[config.mk]
export PLATFORM = sky130hd
export DESIGN_NAME = step_ctrl_flat
export DESIGN_NICKNAME = d
export VERILOG_FILES = /design/src/rtl/step_ctrl_pkg.sv /design/src/rtl/step_ctrl_if.sv /design/src/rtl/debouncer.sv /design/src/rtl/step_ctrl.sv /design/src/flat_wrapper.sv
export SDC_FILE = /design/constraint.sdc
export NUM_CORES = 1
export LEC_CHECK = 0
export ABC_AREA = 0
export CORE_MARGIN = 4
export CORE_UTILIZATION = 50
export DETAILED_ROUTE_END_ITERATION = 10
export PLACE_DENSITY = 0.8
export SYNTH_ARGS = -nofsm -noshare
export SYNTH_HDL_FRONTEND = slang
export SYNTH_HIERARCHICAL = 1
export SYNTH_SLANG_ARGS = --single-unit
export TNS_END_PERCENT = 10
[constraint.sdc]
create_clock -name clk -period 2.2 [get_ports clk]
set_input_delay 0.55 -clock clk [delete_from_list [all_inputs] [get_ports clk]]
set_output_delay 0.55 -clock clk [all_outputs]
set_load 0.02 [all_outputs]
[src/rtl/step_ctrl_pkg.sv]
// Shared definitions for the miniRISC run/step controller.
package step_ctrl_pkg;

    // Default program-counter width.
    localparam int unsigned PC_W_DEF = 10;

    // Controller state. The numeric values are visible on the state output.
    typedef enum logic [1:0] {
        STOPPED = 2'd0,
        RUN     = 2'd1,
        BREAK   = 2'd2,
        HALTED  = 2'd3
    } state_t;

endpackage

[src/rtl/step_ctrl_if.sv]
// Processor-side link: clock enable out, PC and halt status back.
interface step_ctrl_if
    import step_ctrl_pkg::*;
#(
    parameter int unsigned PC_W = PC_W_DEF
) ();

    logic [PC_W-1:0] pc;
    logic            halted_in;
    logic            cpu_ce;

    // Controller side.
    modport master (
        output cpu_ce,
        input  pc,
        input  halted_in
    );

    // Processor side.
    modport slave (
        input  cpu_ce,
        output pc,
        output halted_in
    );

endinterface

[src/rtl/debouncer.sv]
// Push-button conditioning: 2-flop synchroniser, stability counter,
// debounced level and a one-cycle press pulse on its rising edge.
module debouncer
    import step_ctrl_pkg::*;
#(
    parameter int unsigned DEBOUNCE = 1_000_000
) (
    input  logic clk,
    input  logic rst,
    input  logic button,
    output logic press
);

    localparam int unsigned CW = $clog2(DEBOUNCE + 1);
    localparam logic [CW-1:0] CNT_MAX = CW'(DEBOUNCE);

    logic          sync_1;
    logic          sync_2;
    logic [CW-1:0] cnt;
    logic          db;
    logic          db_q;

    // Bring the raw button into the clock domain.
    always_ff @(posedge clk or negedge rst) begin
        if (!rst) begin
            sync_1 <= 1'b0;
            sync_2 <= 1'b0;
        end else begin
            sync_1 <= button;
            sync_2 <= sync_1;
        end
    end

    // Accept a new level once it has differed from db for DEBOUNCE cycles.
    always_ff @(posedge clk or negedge rst) begin
        if (!rst) begin
            cnt <= '0;
            db  <= 1'b0;
        end else if (sync_2 == db) begin
            cnt <= '0;
        end else if (cnt == CNT_MAX) begin
            db  <= sync_2;
            cnt <= '0;
        end else begin
            cnt <= cnt + 1'b1;
        end
    end

    // Registered pulse on the rising edge of the debounced level.
    always_ff @(posedge clk or negedge rst) begin
        if (!rst) begin
            db_q  <= 1'b0;
            press <= 1'b0;
        end else begin
            db_q  <= db;
            press <= db & ~db_q;
        end
    end

endmodule

[src/rtl/step_ctrl.sv]
// Run/step controller: turns board switches and the step button into a
// single-cycle processor clock enable, with PC breakpoint and halt state.
module step_ctrl
    import step_ctrl_pkg::*;
#(
    parameter int unsigned DIV      = 50_000_000,
    parameter int unsigned DEBOUNCE = 1_000_000,
    parameter int unsigned PC_W     = PC_W_DEF
) (
    input  logic             clk,
    input  logic             rst,
    input  logic             button,
    input  logic             run_sw,
    input  logic             bp_en,
    input  logic [PC_W-1:0]  bp_addr,
    step_ctrl_if.master      cpu,
    output logic [1:0]       state,
    output logic [15:0]      step_count
);

    localparam int unsigned DW = $clog2(DIV);
    localparam logic [DW-1:0] DIV_LAST = DW'(DIV - 1);

    state_t          state_q;
    state_t          state_nxt;
    logic            ce_q;
    logic            ce_nxt;
    logic [15:0]     step_count_q;
    logic [DW-1:0]   div_q;
    logic            tick_q;
    logic            run_1;
    logic            run_s;
    logic            press;
    logic            stay_run;

    debouncer #(
        .DEBOUNCE(DEBOUNCE)
    ) u_debouncer (
        .clk    (clk),
        .rst    (rst),
        .button (button),
        .press  (press)
    );

    // Bring the run switch into the clock domain.
    always_ff @(posedge clk or negedge rst) begin
        if (!rst) begin
            run_1 <= 1'b0;
            run_s <= 1'b0;
        end else begin
            run_1 <= run_sw;
            run_s <= run_1;
        end
    end

    // Next state and pulse decision; halt beats switch beats breakpoint beats tick/press.
    always_comb begin
        state_nxt = state_q;
        ce_nxt    = 1'b0;
        if (state_q != HALTED && cpu.halted_in) begin
            state_nxt = HALTED;
        end else begin
            case (state_q)
                STOPPED: begin
                    if (run_s) begin
                        state_nxt = RUN;
                    end else if (press) begin
                        ce_nxt = 1'b1;
                    end
                end
                RUN: begin
                    if (!run_s) begin
                        state_nxt = STOPPED;
                    end else if (tick_q) begin
                        if (bp_en && cpu.pc == bp_addr) begin
                            state_nxt = BREAK;
                        end else begin
                            ce_nxt = 1'b1;
                        end
                    end
                end
                BREAK: begin
                    if (press) begin
                        ce_nxt    = 1'b1;
                        state_nxt = run_s ? RUN : STOPPED;
                    end
                end
                default: begin
                    state_nxt = state_q;
                end
            endcase
        end
    end

    assign stay_run = (state_q == RUN) && (state_nxt == RUN);

    // RUN divider. The wrap is registered as tick_q and acted on one cycle
    // later, so the first pulse lands DIV+1 cycles after entering RUN while
    // steady-state spacing stays DIV; any entry into RUN restarts from zero.
    always_ff @(posedge clk or negedge rst) begin
        if (!rst) begin
            div_q  <= '0;
            tick_q <= 1'b0;
        end else if (stay_run) begin
            div_q  <= (div_q == DIV_LAST) ? '0 : div_q + 1'b1;
            tick_q <= (div_q == DIV_LAST);
        end else begin
            div_q  <= '0;
            tick_q <= 1'b0;
        end
    end

    // Registered state, clock-enable pulse and saturating instruction count.
    always_ff @(posedge clk or negedge rst) begin
        if (!rst) begin
            state_q      <= STOPPED;
            ce_q         <= 1'b0;
            step_count_q <= '0;
        end else begin
            state_q <= state_nxt;
            ce_q    <= ce_nxt;
            if (ce_nxt && step_count_q != '1) begin
                step_count_q <= step_count_q + 16'd1;
            end
        end
    end

    assign cpu.cpu_ce = ce_q;
    assign state      = state_q;
    assign step_count = step_count_q;

endmodule
[src/flat_wrapper.sv]
// flat-port wrapper written by rule: the top's interface ports become plain ports
module step_ctrl_flat import step_ctrl_pkg::*;
#(
    parameter int unsigned DIV      = 50_000_000,
    parameter int unsigned DEBOUNCE = 1_000_000,
    parameter int unsigned PC_W     = PC_W_DEF
)
  (clk, rst, button, run_sw, bp_en, bp_addr, state, step_count, cpu_cpu_ce, cpu_pc, cpu_halted_in);
  step_ctrl_if #(.PC_W(PC_W)) cpu_i ();
  input  logic clk;
  input  logic rst;
  input  logic button;
  input  logic run_sw;
  input  logic bp_en;
  input  logic [PC_W-1:0] bp_addr;
  output logic [1:0] state;
  output logic [15:0] step_count;
  output wire logic [$bits(cpu_i.cpu_ce)-1:0] cpu_cpu_ce;
  input wire logic [$bits(cpu_i.pc)-1:0] cpu_pc;
  input wire logic [$bits(cpu_i.halted_in)-1:0] cpu_halted_in;
  assign cpu_cpu_ce = cpu_i.cpu_ce;
  assign cpu_i.pc = cpu_pc;
  assign cpu_i.halted_in = cpu_halted_in;
  step_ctrl #(.DIV(DIV), .DEBOUNCE(DEBOUNCE), .PC_W(PC_W)) u_core (.clk(clk), .rst(rst), .button(button), .run_sw(run_sw), .bp_en(bp_en), .bp_addr(bp_addr), .cpu(cpu_i), .state(state), .step_count(step_count));
endmodule
==> results by group, run 1 <==
Run status
  – Run status: completed

Cells and area
  – Ant. Diodes: 0
  – Syn-to-layout area delta: 22.2%
  – Layout Nets: 449
  – Share of cells above drive strength 1: 9.20%
  – Core Util, Final: 62.3%

Route
  – Drt initial violations: 144
  – Antenna viol nets, final: 0
  – Routed wire length: 7570 um
  – Drc violations: 0
  – Routed wire per std cell: 14.5 um
  – Routed vias/inst: 5.50
  – Initial DRT Pass Iterations: 4
  – Via Count: 2878

Floorplanning
  – Die Height: 93.8 um
  – Placeable Area: 7210 um2
  – Initial Util: 51.0%
  – Core Rows: 31
  – DIE WIDTH: 93.8 um
  – IO Count: 45
  – Die ar.: 8790 um2

Setup path
  – Crit Path Max Fanout: 4
  – CP most frequent cell: nand4_1
  – Critical path's slowest cell: or4_4
  – Worst Path Arrival: 2.32 ns
  – Critical R2R Launch: u_core/step_count[1]$_DFFE_PN0P_
  – CP cell instances: clkdlybuf4s50_1, xnor2_1, nand4_1, or4_4, nand4_1, mux2_2
  – Kind of critical path: primary input to register
  – Critical Path RT: 2.43 ns
  – R2r setup slk: 0.12 ns
  – Reg2reg end: u_core/step_count[1]$_DFFE_PN0P_
  – CP endpoint kind: register
  – Crit start category: primary input
  – CP peak stage delay: 0.56 ns
  – R2R cell count: 6

Logic synthesis
  – Synth warn: 6
  – Synthesis-stage register bit count: 73
  – Share of the synthesized area in the top cell type: 49.7%
  – Async SR Flop Fraction: 100%
  – Distinct cells, synth: 41
  – Post-Syn Nets: 395
  – Predominant post-synthesis flop cell: dfrtp_1
  – EDFF count, synth: 0
  – Largest area contributor in the netlist: dfrtp_1
  – Post-Synthesis Cells: 365
  – Seq/Total Area, Yosys: 49.7%
  – Synth Cell Area: 3680 um2
  – Mean post-synth cell area: 10.1 um2
  – Synth area leaders: dfrtp_1 (50%), xnor2_1 (7.9%), xor2_1 (6.4%)

Timing
  – RSZ-0062 raised after global routing: no
  – Fmax achieved: 478 MHz
  – Max-slew violations: 0
  – Skew final: 0.00919 ns
  – Hold WS: 0.226 ns
  – Final Hold Viols: 0
  – Final setup violation count: 0
  – Fin crit share: 95.1%
  – Max-slew headroom: 74.2%
  – Period minus WS final: 2.09 ns
  – Worst Max-Slew Pin Slew: 0.385 ns

Run
  – Max-cap violations: 0

Clock tree
  – Reg clk slew, reported paths: 0.08 ns
  – H-tree depth: 3
  – CTS tree: built
  – Clk Latency, worst-skew pair: 0.35 ns
  – Clock Path Buffers: 2
  – Sink Count: 73
  – TritonCTS buffer count: 9
  – Root buf cell: clkbuf_8

Global route
  – Vias in the first global route: 2815
  – Gr ovfl total: 0
  – First-pass GRT wire length: 12900 um
  – GRT Overall Usage: 18.2%
  – Largest net degree at the start of global routing: 74
  – Antenna violations before repair: 0

Power
  – Leak pwr: 1.80 nW
  – Cell Pwr Density: 586 nW/um2
  – Worst vdd ir: 0.000374 V
  – Total power: 0.00263 W

Place
  – Count of port buffers added during placement: 44
  – GP Congestion: 0.832
  – HPWL after DPL: 5250 um

Worst hold path
  – Hold Crit Class: primary input to asynchronous set/reset pin
==> worst max-delay path, delay by kind of cell <==
family / cells / cell delay, ns
xor+xnor: 1 / 0.13
buf+inv: 1 / 0.49
simple gates: 3 / 0.82
mux: 1 / 0.33
==> timing repair <==
| action | 4_1_cts | 5_1_grt |
|---|---|---|
| hold buffers | 0 | 0 |
| hold endpoints to repair | 0 | 0 |
| resized for setup | 0 | 1 |
| endpoints found under the setup margin | 0 | 1 |
| setup buffers | 0 | 0 |
==> area by class of cell <==
cell class	instances	area, um2
clock buffer	10	128
clock inverter	6	90.1
fill	622	2720
inverter	8	30.0
multi-input combinational	274	1770
sequential	73	1830
tap	99	124
timing repair buffer	53	528
==> sequential cells by signal, summed over array words and instances, names as in the netlist, 2 cells and up <==
name,flops
u_core/u_debouncer/cnt,20
u_core/state,2
u_core/div_q,26
u_core/step_count,16
==> report_power, final <==
group	leakage [nW]	switching, W	internal, W
registers	0.998	0.00000808	0.00135
logic	0.693	0.0000580	0.0000677
clock network	0.107	0.000507	0.000645
==> worst max path at each step <==
| stage | startpoint | to | depth (start not counted) |
|---|---|---|---|
| 2_1_floorplan | u_core/step_count[0]$_DFFE_PN0P_ | u_core/step_count[1]$_DFFE_PN0P_ | 6 |
| 3_3_place_gp | bp_addr[7] | u_core/step_count[12]$_DFFE_PN0P_ | 6 |
| 5_1_grt | u_core/step_count[1]$_DFFE_PN0P_ | u_core/step_count[1]$_DFFE_PN0P_ | 6 |
| 6_report | bp_addr[7] | u_core/step_count[12]$_DFFE_PN0P_ | 6 |
| 3_5_place_dp | cpu_pc[7] | u_core/step_count[12]$_DFFE_PN0P_ | 6 |
| 4_1_cts | cpu_pc[7] | u_core/step_count[12]$_DFFE_PN0P_ | 6 |
==> through the flow <==
stage,cell area (um2),TNS (ns),cells,setup slack (ns)
2_1_floorplan,3680,0,365,0.170
3_3_place_gp,4270,-6.75,507,-0.231
3_5_place_dp,4270,-9.35,507,-0.296
4_1_cts,4490,0,523,0.0579
5_1_grt,4490,0,523,0.0188
6_report,4490,0,523,0.109
==> cells in the final DEF, fill, tap and decap left out, types with 2 or more instances in the layout <==
master           Yosys  layout
nor2b_1              3       3
and3_2               2       2
and3_1              12      12
clkdlybuf4s50_1      0      43
ha_1                 4       4
or3_1                4       4
nand2_1             22      22
a21oi_1              8       8
inv_6                0       2
and4_2               2       2
buf_4                0       7
nand3_1             31      31
or4_4                3       4
xor2_1              27      27
buf_12               0       2
nor4_1               5       5
nor3_1               2       2
and2_1               4       4
dfrtp_1             73      73
bufinv_16            0       2
nand4b_1             3       3
or4_1                5       4
nor2_1              51      51
xnor2_1             33      33
inv_1                8       8
and4_1               4       4
clkbuf_8             0       9
o31ai_1              3       3
nand4_1             26      26
o21ai_0              6       6
==> cells by family (layout without fill, tap and decap cells) <==
logic type	Yosys count	after routing	synth area share (%)
flip-flops	73	73	49.7
AO/OA/AOI/OAI	21	21	3.95
XOR/XNOR	60	60	14.3
adder cells (fa/ha/maj)	4	4	1.36
AND/OR/NAND/NOR	186	186	27.4
buffers and inverters	18	77	2.35
multiplexers	3	3	1.02
==> layer usage <==
| metal | vias to the layer above | global-route usage, % | wire, um |
|---|---|---|---|
| li1 | 1390 | - | - |
| met1 | 1395 | 23.1 | 3310 |
| met2 | 82 | 29.9 | 3720 |
| met3 | 11 | 5.69 | 453 |
| met4 | 0 | 5.54 | 87 |
| met5 | - | 0 | 0 |
==> Yosys cell counts (6+ instances only) <==
cell type,instances
nand2_1,22
nor2_1,51
inv_1,8
xnor2_1,33
xor2_1,27
nand3_1,31
and3_1,12
a21oi_1,8
nand4_1,26
o21ai_0,6
dfrtp_1,73
Note: power is estimated with default switching activity, not from simulation.
==> inputs of run 2 (changes only) <==
- HOLD_SLACK_MARGIN: default -> 0.1
==> results of run 2 <==
The final DEF is identical to that of run 1; final timing and power are the same.
==> inputs of run 3 (changes only) <==
- CELL_PAD_IN_SITES_DETAIL_PLACEMENT: default -> 1
- CELL_PAD_IN_SITES_GLOBAL_PLACEMENT: default -> 1
- CORE_UTILIZATION: 50 -> 43
- PLACE_DENSITY: 0.8 -> 0.86
==> results by group, run 3 (synthesis results as in run 1) <==
Timing
  – Worst Max-Slew Pin Slew: 0.606 ns
  – Final setup violation count: 0
  – Fin crit share: 98.0%
  – Max-slew headroom: 59.6%
  – Fmax achieved: 464 MHz
  – Final Hold Viols: 0
  – Final setup margin: 0.0445 ns
  – Period minus WS final: 2.16 ns
  – Skew final: 0.00584 ns
  – Max-slew violations: 0
  – RSZ-0062 raised after global routing: no

Cells and area
  – Layout Cells excl Fill: 534
  – Reg area: 1830 um2
  – Finished Cell Area: 4580 um2
  – Ant. Diodes: 0
  – Commonest non-fill, non-tap cell in the layout: dfrtp_1
  – Fill cells: 933
  – Top reg by flops: u_core/div_q
  – Share of cells above drive strength 1: 10.5%
  – Most frequent cells in the layout: dfrtp_1 (73), nor2_1 (51), clkdlybuf4s50_1 (43)
  – Layout Nets: 454
  – Syn-to-layout area delta: 24.4%
  – Max reg flops: 26
  – Multi-input gate area: 1770 um2

Place
  – Area after DPL: 4310 um2
  – DP Cell Count: 518
  – GP Congestion: 0.848
  – Count of port buffers added during placement: 44
  – HPWL after DPL: 6520 um
  – Post-place setup slack: -0.332 ns

Floorplanning
  – Core Rows: 33
  – Placeable Area: 8260 um2
  – Initial Util: 44.5%
  – Die ar.: 10100 um2
  – IO Count: 45
  – DIE WIDTH: 100 um
  – Die Height: 100 um

Power
  – Leak pwr: 1.84 nW
  – Total power: 0.00287 W
  – Cell Pwr Density: 627 nW/um2
  – Worst vdd ir: 0.000352 V

Setup path
  – Kind of critical path: primary input to register
  – Crit start category: primary input
  – Critical Path RT: 2.42 ns
  – Crit Path Max Fanout: 4
  – Worst Path Arrival: 2.38 ns
  – CP endpoint kind: register

Clock tree
  – H-tree depth: 3
  – Sink Count: 73
  – TritonCTS buffer count: 9
  – Clock Path Buffers: 2
  – Reg clk slew, reported paths: 0.08 ns
  – CTS tree: built
  – Root buf cell: clkbuf_8
  – Clk Latency, worst-skew pair: 0.33 ns
  – Post-CTS Setup Inserts: 0

Route
  – Routed vias/inst: 5.59
  – Initial DRT Pass Iterations: 5
  – Drc violations: 0
  – Antenna viol nets, final: 0
  – Routed wire length: 9810 um
  – Routed wire per std cell: 18.4 um
  – Drt initial violations: 108
  – Via Count: 2983

Global route
  – Gr ovfl total: 0
  – Antenna violations before repair: 0
  – First-pass GRT wire length: 16600 um
  – GRT Overall Usage: 20.6%
  – Largest net degree at the start of global routing: 50
  – Vias in the first global route: 3369

Worst hold path
  – Hold Crit Class: primary input to asynchronous set/reset pin

Run status
  – Run status: completed

Run
  – Max-cap violations: 0
## run 3: per-layer routing
layer / wire length [um] / global-route usage [%]
met1: 3950 / 24.5
met2: 5320 / 36.9
met3: 347 / 3.53
met4: 199 / 7.98
met5: 0 / 0
## run 3: path summary, 6_finish.rpt
path                                             startpoint  cells after the start                                   to  slack [ns]
setup reg to reg           u_core/step_count[1]$_DFFE_PN0P_                      6     u_core/step_count[1]$_DFFE_PN0P_        0.18
hold / removal                                          rst                      2  u_core/u_debouncer/sync_2$_DFF_PN0_        0.20
min in group clk                     u_core/run_1$_DFF_PN0_                      0               u_core/run_s$_DFF_PN0_        0.36
max in group asynchronous                               rst                      2           u_core/div_q[18]$_DFF_PN0_        1.47
setup / recovery                                  cpu_pc[8]                      6     u_core/step_count[1]$_DFFE_PN0P_        0.04
hold reg to reg                      u_core/run_1$_DFF_PN0_                      0               u_core/run_s$_DFF_PN0_        0.36
## run 3: metrics by stage
step | TNS [ns] | util [%] | hold slack [ns]
after floorplan | 0 | - | 0.254
after global placement | -7.42 | 52.1 | 0.336
after detailed placement | -10.23 | 52.1 | 0.340
after CTS | 0 | 55.4 | 0.198
after global routing | 0 | 55.4 | 0.205
final | 0 | 55.4 | 0.198
## run 3: where the power goes
| group | switching (W) | internal [W] |
|---|---|---|
| clock | 0.000514 | 0.000870 |
| sequential | 0.00000972 | 0.00135 |
| combinational | 0.0000612 | 0.0000651 |
## run 3: area by class of cell
cell class / count / area share, %
flip-flops and latches: 73 / 39.9
clock buffers: 9 / 2.71
multi-input cells: 274 / 38.6
well taps: 105 / 2.87
clock inverters: 7 / 3.12
repair buffers: 58 / 12.1
inverters: 8 / 0.656
## run 3: timing repair
| item | CTS | global route |
|---|---|---|
| setup endpoints to repair | 1 | 0 |
| gates resized for setup | 1 | 0 |
| hold buffers | 0 | 0 |
## run 3: critical path, stage by stage
cell and delay [ns]:
clkdlybuf4s50_1 0.49, xnor2_1 0.13, nand4_1 0.15, or4_4 0.57, nand2_1 0.15, mux2_1 0.34
